File: config.mk
export PLATFORM = sky130hd
export DESIGN_NAME = vga_timing_generator
export DESIGN_NICKNAME = d
export VERILOG_FILES = /design/src/rtl/vga_timing_generator.sv
export SDC_FILE = /design/constraint.sdc
export NUM_CORES = 1
export LEC_CHECK = 0
export BUFFER_PORTS_ARGS = -buffer_cell sky130_fd_sc_hd__clkbuf_2
export CORE_AREA = 2 2 133 135
export CTS_CLUSTER_SIZE = 24
export DETAILED_ROUTE_END_ITERATION = 7
export DIE_AREA = 0 0 135 137
export PLACE_DENSITY_LB_ADDON = 0.08
export RECOVER_POWER = 25
export SYNTH_ARGS = -nofsm -noshare
export SYNTH_HDL_FRONTEND = slang
export SYNTH_SLANG_ARGS = --single-unit
File: constraint.sdc
create_clock -name CLOCK_PIX -period 2.95 [get_ports CLOCK_PIX]
set_clock_uncertainty 0.15 [all_clocks]
set_input_delay 0.295 -clock CLOCK_PIX [delete_from_list [all_inputs] [get_ports CLOCK_PIX]]
set_output_delay 0.295 -clock CLOCK_PIX [all_outputs]
set_load 0.01 [all_outputs]
File: src/rtl/vga_timing_generator.sv
// VGA/LCD raster engine: h/v counters, pixel request stage, and a sync/blank
// delay line that re-aligns the pins with colour returned PIPE_LAT cycles later.
module vga_timing_generator #(
  parameter int H_ACTIVE = 640,
  parameter int H_FP     = 16,
  parameter int H_SYNC   = 96,
  parameter int H_BP     = 48,
  parameter int V_ACTIVE = 480,
  parameter int V_FP     = 10,
  parameter int V_SYNC   = 2,
  parameter int V_BP     = 33,
  parameter bit HS_POL   = 1'b0,
  parameter bit VS_POL   = 1'b0,
  parameter int COLOR_W  = 10,
  parameter int PIPE_LAT = 2,
  parameter int X_W      = 11,
  parameter int Y_W      = 10
) (
  input  logic                   CLOCK_PIX,
  input  logic                   RESET_N,
  input  logic                   ENABLE,
  output logic                   REQ,
  output logic [X_W-1:0]         X,
  output logic [Y_W-1:0]         Y,
  output logic                   LINE_START,
  output logic                   FRAME_START,
  output logic [15:0]            FRAME_CNT,
  input  logic [3*COLOR_W-1:0]   RGB_IN,
  output logic                   VGA_HSYNC,
  output logic                   VGA_VSYNC,
  output logic                   VGA_BLANK,
  output logic                   VGA_SYNC,
  output logic [COLOR_W-1:0]     VGA_R,
  output logic [COLOR_W-1:0]     VGA_G,
  output logic [COLOR_W-1:0]     VGA_B
);

  localparam int H_TOTAL = H_ACTIVE + H_FP + H_SYNC + H_BP;
  localparam int V_TOTAL = V_ACTIVE + V_FP + V_SYNC + V_BP;
  localparam logic [31:0] H_LAST   = 32'(H_TOTAL - 1);
  localparam logic [31:0] V_LAST   = 32'(V_TOTAL - 1);
  localparam logic [31:0] H_ACT    = 32'(H_ACTIVE);
  localparam logic [31:0] V_ACT    = 32'(V_ACTIVE);
  localparam logic [31:0] HS_START = 32'(H_ACTIVE + H_FP);
  localparam logic [31:0] HS_END   = 32'(H_ACTIVE + H_FP + H_SYNC);
  localparam logic [31:0] VS_START = 32'(V_ACTIVE + V_FP);
  localparam logic [31:0] VS_END   = 32'(V_ACTIVE + V_FP + V_SYNC);

  typedef enum logic {S_IDLE, S_RUN} state_e;

  state_e          state_q, state_d;
  logic [X_W-1:0]  h_q, h_d;
  logic [Y_W-1:0]  v_q, v_d;
  logic [15:0]     frame_cnt_q, frame_cnt_d;
  logic [31:0]     h_ext, v_ext;
  logic            run;

  logic            req_q, req_d;
  logic [X_W-1:0]  x_q;
  logic [Y_W-1:0]  y_q;
  logic            line_start_q, frame_start_q;
  logic            hs_raw_q, hs_raw_d;
  logic            vs_raw_q, vs_raw_d;

  logic            hs_dly, vs_dly, de_dly;
  logic            vga_hs_q, vga_vs_q, vga_blank_q;
  logic [COLOR_W-1:0] vga_r_q, vga_g_q, vga_b_q;

  // Widened copies so comparisons against mode constants never truncate.
  assign h_ext = 32'(h_q);
  assign v_ext = 32'(v_q);
  assign run   = (state_q == S_RUN);

  // Next-state logic: counters advance in RUN; stopping only at frame end.
  always_comb begin
    state_d     = state_q;
    h_d         = h_q;
    v_d         = v_q;
    frame_cnt_d = frame_cnt_q;
    case (state_q)
      S_IDLE: begin
        h_d = '0;
        v_d = '0;
        if (ENABLE) state_d = S_RUN;
      end
      S_RUN: begin
        if (h_ext == H_LAST) begin
          h_d = '0;
          if (v_ext == V_LAST) begin
            v_d         = '0;
            frame_cnt_d = frame_cnt_q + 16'd1;
            if (!ENABLE) state_d = S_IDLE;
          end else begin
            v_d = Y_W'(v_ext + 32'd1);
          end
        end else begin
          h_d = X_W'(h_ext + 32'd1);
        end
      end
      default: state_d = S_IDLE;
    endcase
  end

  // State, counter and frame-count registers.
  always_ff @(posedge CLOCK_PIX or negedge RESET_N) begin
    if (!RESET_N) begin
      state_q     <= S_IDLE;
      h_q         <= '0;
      v_q         <= '0;
      frame_cnt_q <= '0;
    end else begin
      state_q     <= state_d;
      h_q         <= h_d;
      v_q         <= v_d;
      frame_cnt_q <= frame_cnt_d;
    end
  end

  // Raw timing decoded from the counters; all inactive while idle.
  always_comb begin
    req_d    = run && (h_ext < H_ACT) && (v_ext < V_ACT);
    hs_raw_d = run && (h_ext >= HS_START) && (h_ext < HS_END);
    vs_raw_d = run && (v_ext >= VS_START) && (v_ext < VS_END);
  end

  // Request stage: one cycle behind the counters; X/Y hold outside active area.
  always_ff @(posedge CLOCK_PIX or negedge RESET_N) begin
    if (!RESET_N) begin
      req_q         <= 1'b0;
      x_q           <= '0;
      y_q           <= '0;
      line_start_q  <= 1'b0;
      frame_start_q <= 1'b0;
      hs_raw_q      <= 1'b0;
      vs_raw_q      <= 1'b0;
    end else begin
      req_q         <= req_d;
      line_start_q  <= req_d && (h_ext == 32'd0);
      frame_start_q <= req_d && (h_ext == 32'd0) && (v_ext == 32'd0);
      hs_raw_q      <= hs_raw_d;
      vs_raw_q      <= vs_raw_d;
      if (req_d) begin
        x_q <= h_q;
        y_q <= v_q;
      end
    end
  end

  generate
    if (PIPE_LAT == 0) begin : g_nopipe
      assign hs_dly = hs_raw_q;
      assign vs_dly = vs_raw_q;
      assign de_dly = req_q;
    end else begin : g_pipe
      logic [2:0] sr_q [PIPE_LAT];
      // Delay line {hs, vs, de} matching the pixel source latency.
      always_ff @(posedge CLOCK_PIX or negedge RESET_N) begin
        if (!RESET_N) begin
          for (int i = 0; i < PIPE_LAT; i++) sr_q[i] <= 3'b000;
        end else begin
          sr_q[0] <= {hs_raw_q, vs_raw_q, req_q};
          for (int i = 1; i < PIPE_LAT; i++) sr_q[i] <= sr_q[i-1];
        end
      end
      assign hs_dly = sr_q[PIPE_LAT-1][2];
      assign vs_dly = sr_q[PIPE_LAT-1][1];
      assign de_dly = sr_q[PIPE_LAT-1][0];
    end
  endgenerate

  // Pin register: colour gated by delayed enable, syncs mapped to polarity.
  always_ff @(posedge CLOCK_PIX or negedge RESET_N) begin
    if (!RESET_N) begin
      vga_hs_q    <= ~HS_POL;
      vga_vs_q    <= ~VS_POL;
      vga_blank_q <= 1'b0;
      vga_r_q     <= '0;
      vga_g_q     <= '0;
      vga_b_q     <= '0;
    end else begin
      vga_hs_q    <= hs_dly ? HS_POL : ~HS_POL;
      vga_vs_q    <= vs_dly ? VS_POL : ~VS_POL;
      vga_blank_q <= de_dly;
      vga_r_q     <= de_dly ? RGB_IN[3*COLOR_W-1 -: COLOR_W] : '0;
      vga_g_q     <= de_dly ? RGB_IN[2*COLOR_W-1 -: COLOR_W] : '0;
      vga_b_q     <= de_dly ? RGB_IN[COLOR_W-1 -: COLOR_W]   : '0;
    end
  end

  assign REQ         = req_q;
  assign X           = x_q;
  assign Y           = y_q;
  assign LINE_START  = line_start_q;
  assign FRAME_START = frame_start_q;
  assign FRAME_CNT   = frame_cnt_q;
  assign VGA_HSYNC   = vga_hs_q;
  assign VGA_VSYNC   = vga_vs_q;
  assign VGA_BLANK   = vga_blank_q;
  assign VGA_SYNC    = 1'b0;
  assign VGA_R       = vga_r_q;
  assign VGA_G       = vga_g_q;
  assign VGA_B       = vga_b_q;

endmodule

==> run metrics <==
outcome=finished, violations left; failing checks=max-capacitance violations, max-slew violations; number of synthesized flops with an enable pin=0; critical path required time=3030 ps; Hold Path Class=in2reg; Tot Pwr=0.00284 W; Post-Route M1 WL=5140 um; clock-pin slew on the worst setup and hold paths=70 ps; Worst VDD drop=0.273 mV; Starting Density=0.245; Final Max Tran Viols=34; clock tree buffer depth=2; most frequent cells in the layout=dfrtp_1 (101), clkbuf_2 (79), and2_1 (32), clkbuf_1 (27), xor2_1 (21); DRC viols=0; fin crit period=2580 ps; ys flop type=dfrtp_1; Max Fclk=388 MHz; measured slew at the worst slew-check pin=1870 ps; leak pwr=2.56 nW; DR top layer=met4; post_cts resized=0; area delta synth->final=27.6%; fin nets=490; initial antenna violation count=0; Synth area leaders=dfrtp_1 (61%), mux2_2 (5.4%), and2_1 (4.8%); placed instance count=656; final hold viol count=0; multi-input logic area=1460 um2; die height=137 um; DR iter-0 viols=130; Reg area=2580 um2; share of cells above drive strength 1=0.280; Avg Inst Size Synth=12.3 um2; Slew HR=-0.247; Worst Path Buf+Inv=0; Worst setup EP type=flop; number of global-route vias before repair=2,993; post-synth cell types=47; highest cell delay on the worst timing path=630 ps; YS warnings=0; clock sink count=103; antenna diode count=0; 1st-pass router iterations=5; Detail Route Antenna Nets=0; Worst path top cell family by delay=simple AND/OR/NAND/NOR gates; met2 WL post-DR=4050 um; Core Area=17,100 um2; Layout Cells excl Fill=682; final period utilization=0.874; global route total overflow=0; input/output buffers=105; # fillers=1,791; vias post-DR=2,935; fin area=5320 um2; # IOs=107; Max Cap Viol=1; CP max FO=17; RSZ-0062 raised after global routing=no; post-synthesis sequential area ratio=0.618; TritonCTS Buffers=9; die area=18,500 um2; Final Wtd Congestion=0.811; DRT Wirelength=10,000 um; CP Cell Sequence=or4_4 -> or3_1 -> nor2_1 -> mux2_2; row count=48; WL met3=736 um; share of the synthesized area in the top cell type=0.606; HPWL Detailed=6790 um; Post-Place Cell Area=4930 um2; DR vias/cell=4.30; mapped cell area=4170 um2; syn_nets=378; final setup TNS=0 ps; root buf cell=clkbuf_16; # H-tree levels=3; largest net degree at the start of global routing=71; Async S/R FF share, synth=1.00; DR WL/cell=14.7 um; Crit Path Class=reg2reg; CP max-delay cell=or3_1; Worst-Skew Late Latency=340 ps; GRT Util Overall=0.112; first-pass GRT wire length=16,200 um; Yosys top cell by area=dfrtp_1; Worst setup SP type=flop; Die Span X=135 um; Worst EP arrival=2660 ps; cell count after synthesis=340; PD cells=534 nW/um2; number of synthesized register bits=103; TritonCTS clock tree=yes; final setup vio count=0; commonest non-fill, non-tap cell in the layout=dfrtp_1; post-CTS setup buffers=0
==> flip-flops by register name (all words and copies together) (netlist names), 10 cells and up <==
register   flops
FRAME_CNT     16
X             11
h_q           11
VGA_B         10
VGA_G         10
VGA_R         10
Y             10
v_q           10
==> layer usage <==
| metal | GRT usage | up-vias |
|---|---|---|
| met5 | 0 | - |
| met1 | 0.160 | 1422 |
| met2 | 0.163 | 110 |
| li1 | - | 1391 |
| met3 | 0.0344 | 12 |
| met4 | 0.0347 | 0 |
==> Yosys cell counts, types with 2 or more instances <==
cell type  count
ha_1           5
o21a_1         2
nor2b_1        3
nand2b_1       2
o21ai_0        3
nor4_1        14
clkbuf_1      10
or3_1          3
and2_1        32
nand3_1       14
nor4b_1        2
dfstp_2        2
inv_1         10
buf_4          2
and3_1         6
nor2_1        15
mux2_2        20
buf_2          3
nand2_1       15
a21oi_1        2
nand4_1        8
xor2_1        21
xnor2_1        3
o31ai_1        3
nor3b_1        3
dfrtp_1      101
a211o_1        2
nor3_1        11
a22o_1         2
and4_1         4
==> power by group <==
group          internal (W)  total [W]  leakage [nW]  switching [W]
logic             0.0000460   0.000105          1.09      0.0000590
clock network      0.000769    0.00130         0.160       0.000529
registers           0.00143    0.00144          1.31     0.00000515
==> cell families (layout without fill, tap and decap cells) <==
kind of cell	after synthesis	after routing	share of synthesized area
flops	103	103	0.618
mux	20	20	0.0540
simple gates	137	137	0.188
buf+inv	28	145	0.0324
xor+xnor	24	24	0.0504
fa+ha+maj	5	5	0.0150
other cells	1	1	0.000899
compound gates	22	22	0.0408
==> through the flow <==
stage	utilization	setup WS, ps	hold slack (ps)
global route	0.312	278	0.932
finish	0.312	371	12.0
CTS	0.312	376	0.358
detailed placement	0.289	380	125
global placement	0.289	417	124
floorplan	-	689	-151
==> worst paths after layout <==
check                               start        endpoint  slack, ps  cells after the start
setup / recovery                   v_q[7]    FRAME_CNT[1]        370                      4
hold / removal                 RGB_IN[20]        VGA_R[0]         10                      2
setup reg to reg                   v_q[7]    FRAME_CNT[1]        370                      4
hold reg to reg            g_pipe.sr_q[5]  g_pipe.sr_q[2]        200                      0
max in group asynchronous         RESET_N       VGA_HSYNC        620                      3
min in group asynchronous         RESET_N        VGA_B[2]        850                      2
==> cell type report <==
class | count | area share
inverter | 10 | 0.00705
sequential | 103 | 0.485
clock inverter | 5 | 0.0155
timing repair buffer | 119 | 0.119
clock buffer | 11 | 0.0456
tap | 225 | 0.0529
multi-input combinational | 209 | 0.275
==> what timing repair did <==
item,CTS,global route
hold buffers,7,3
hold endpoints to repair,38,3
setup endpoints to repair,0,0
Note: power is estimated with default switching activity, not from simulation.
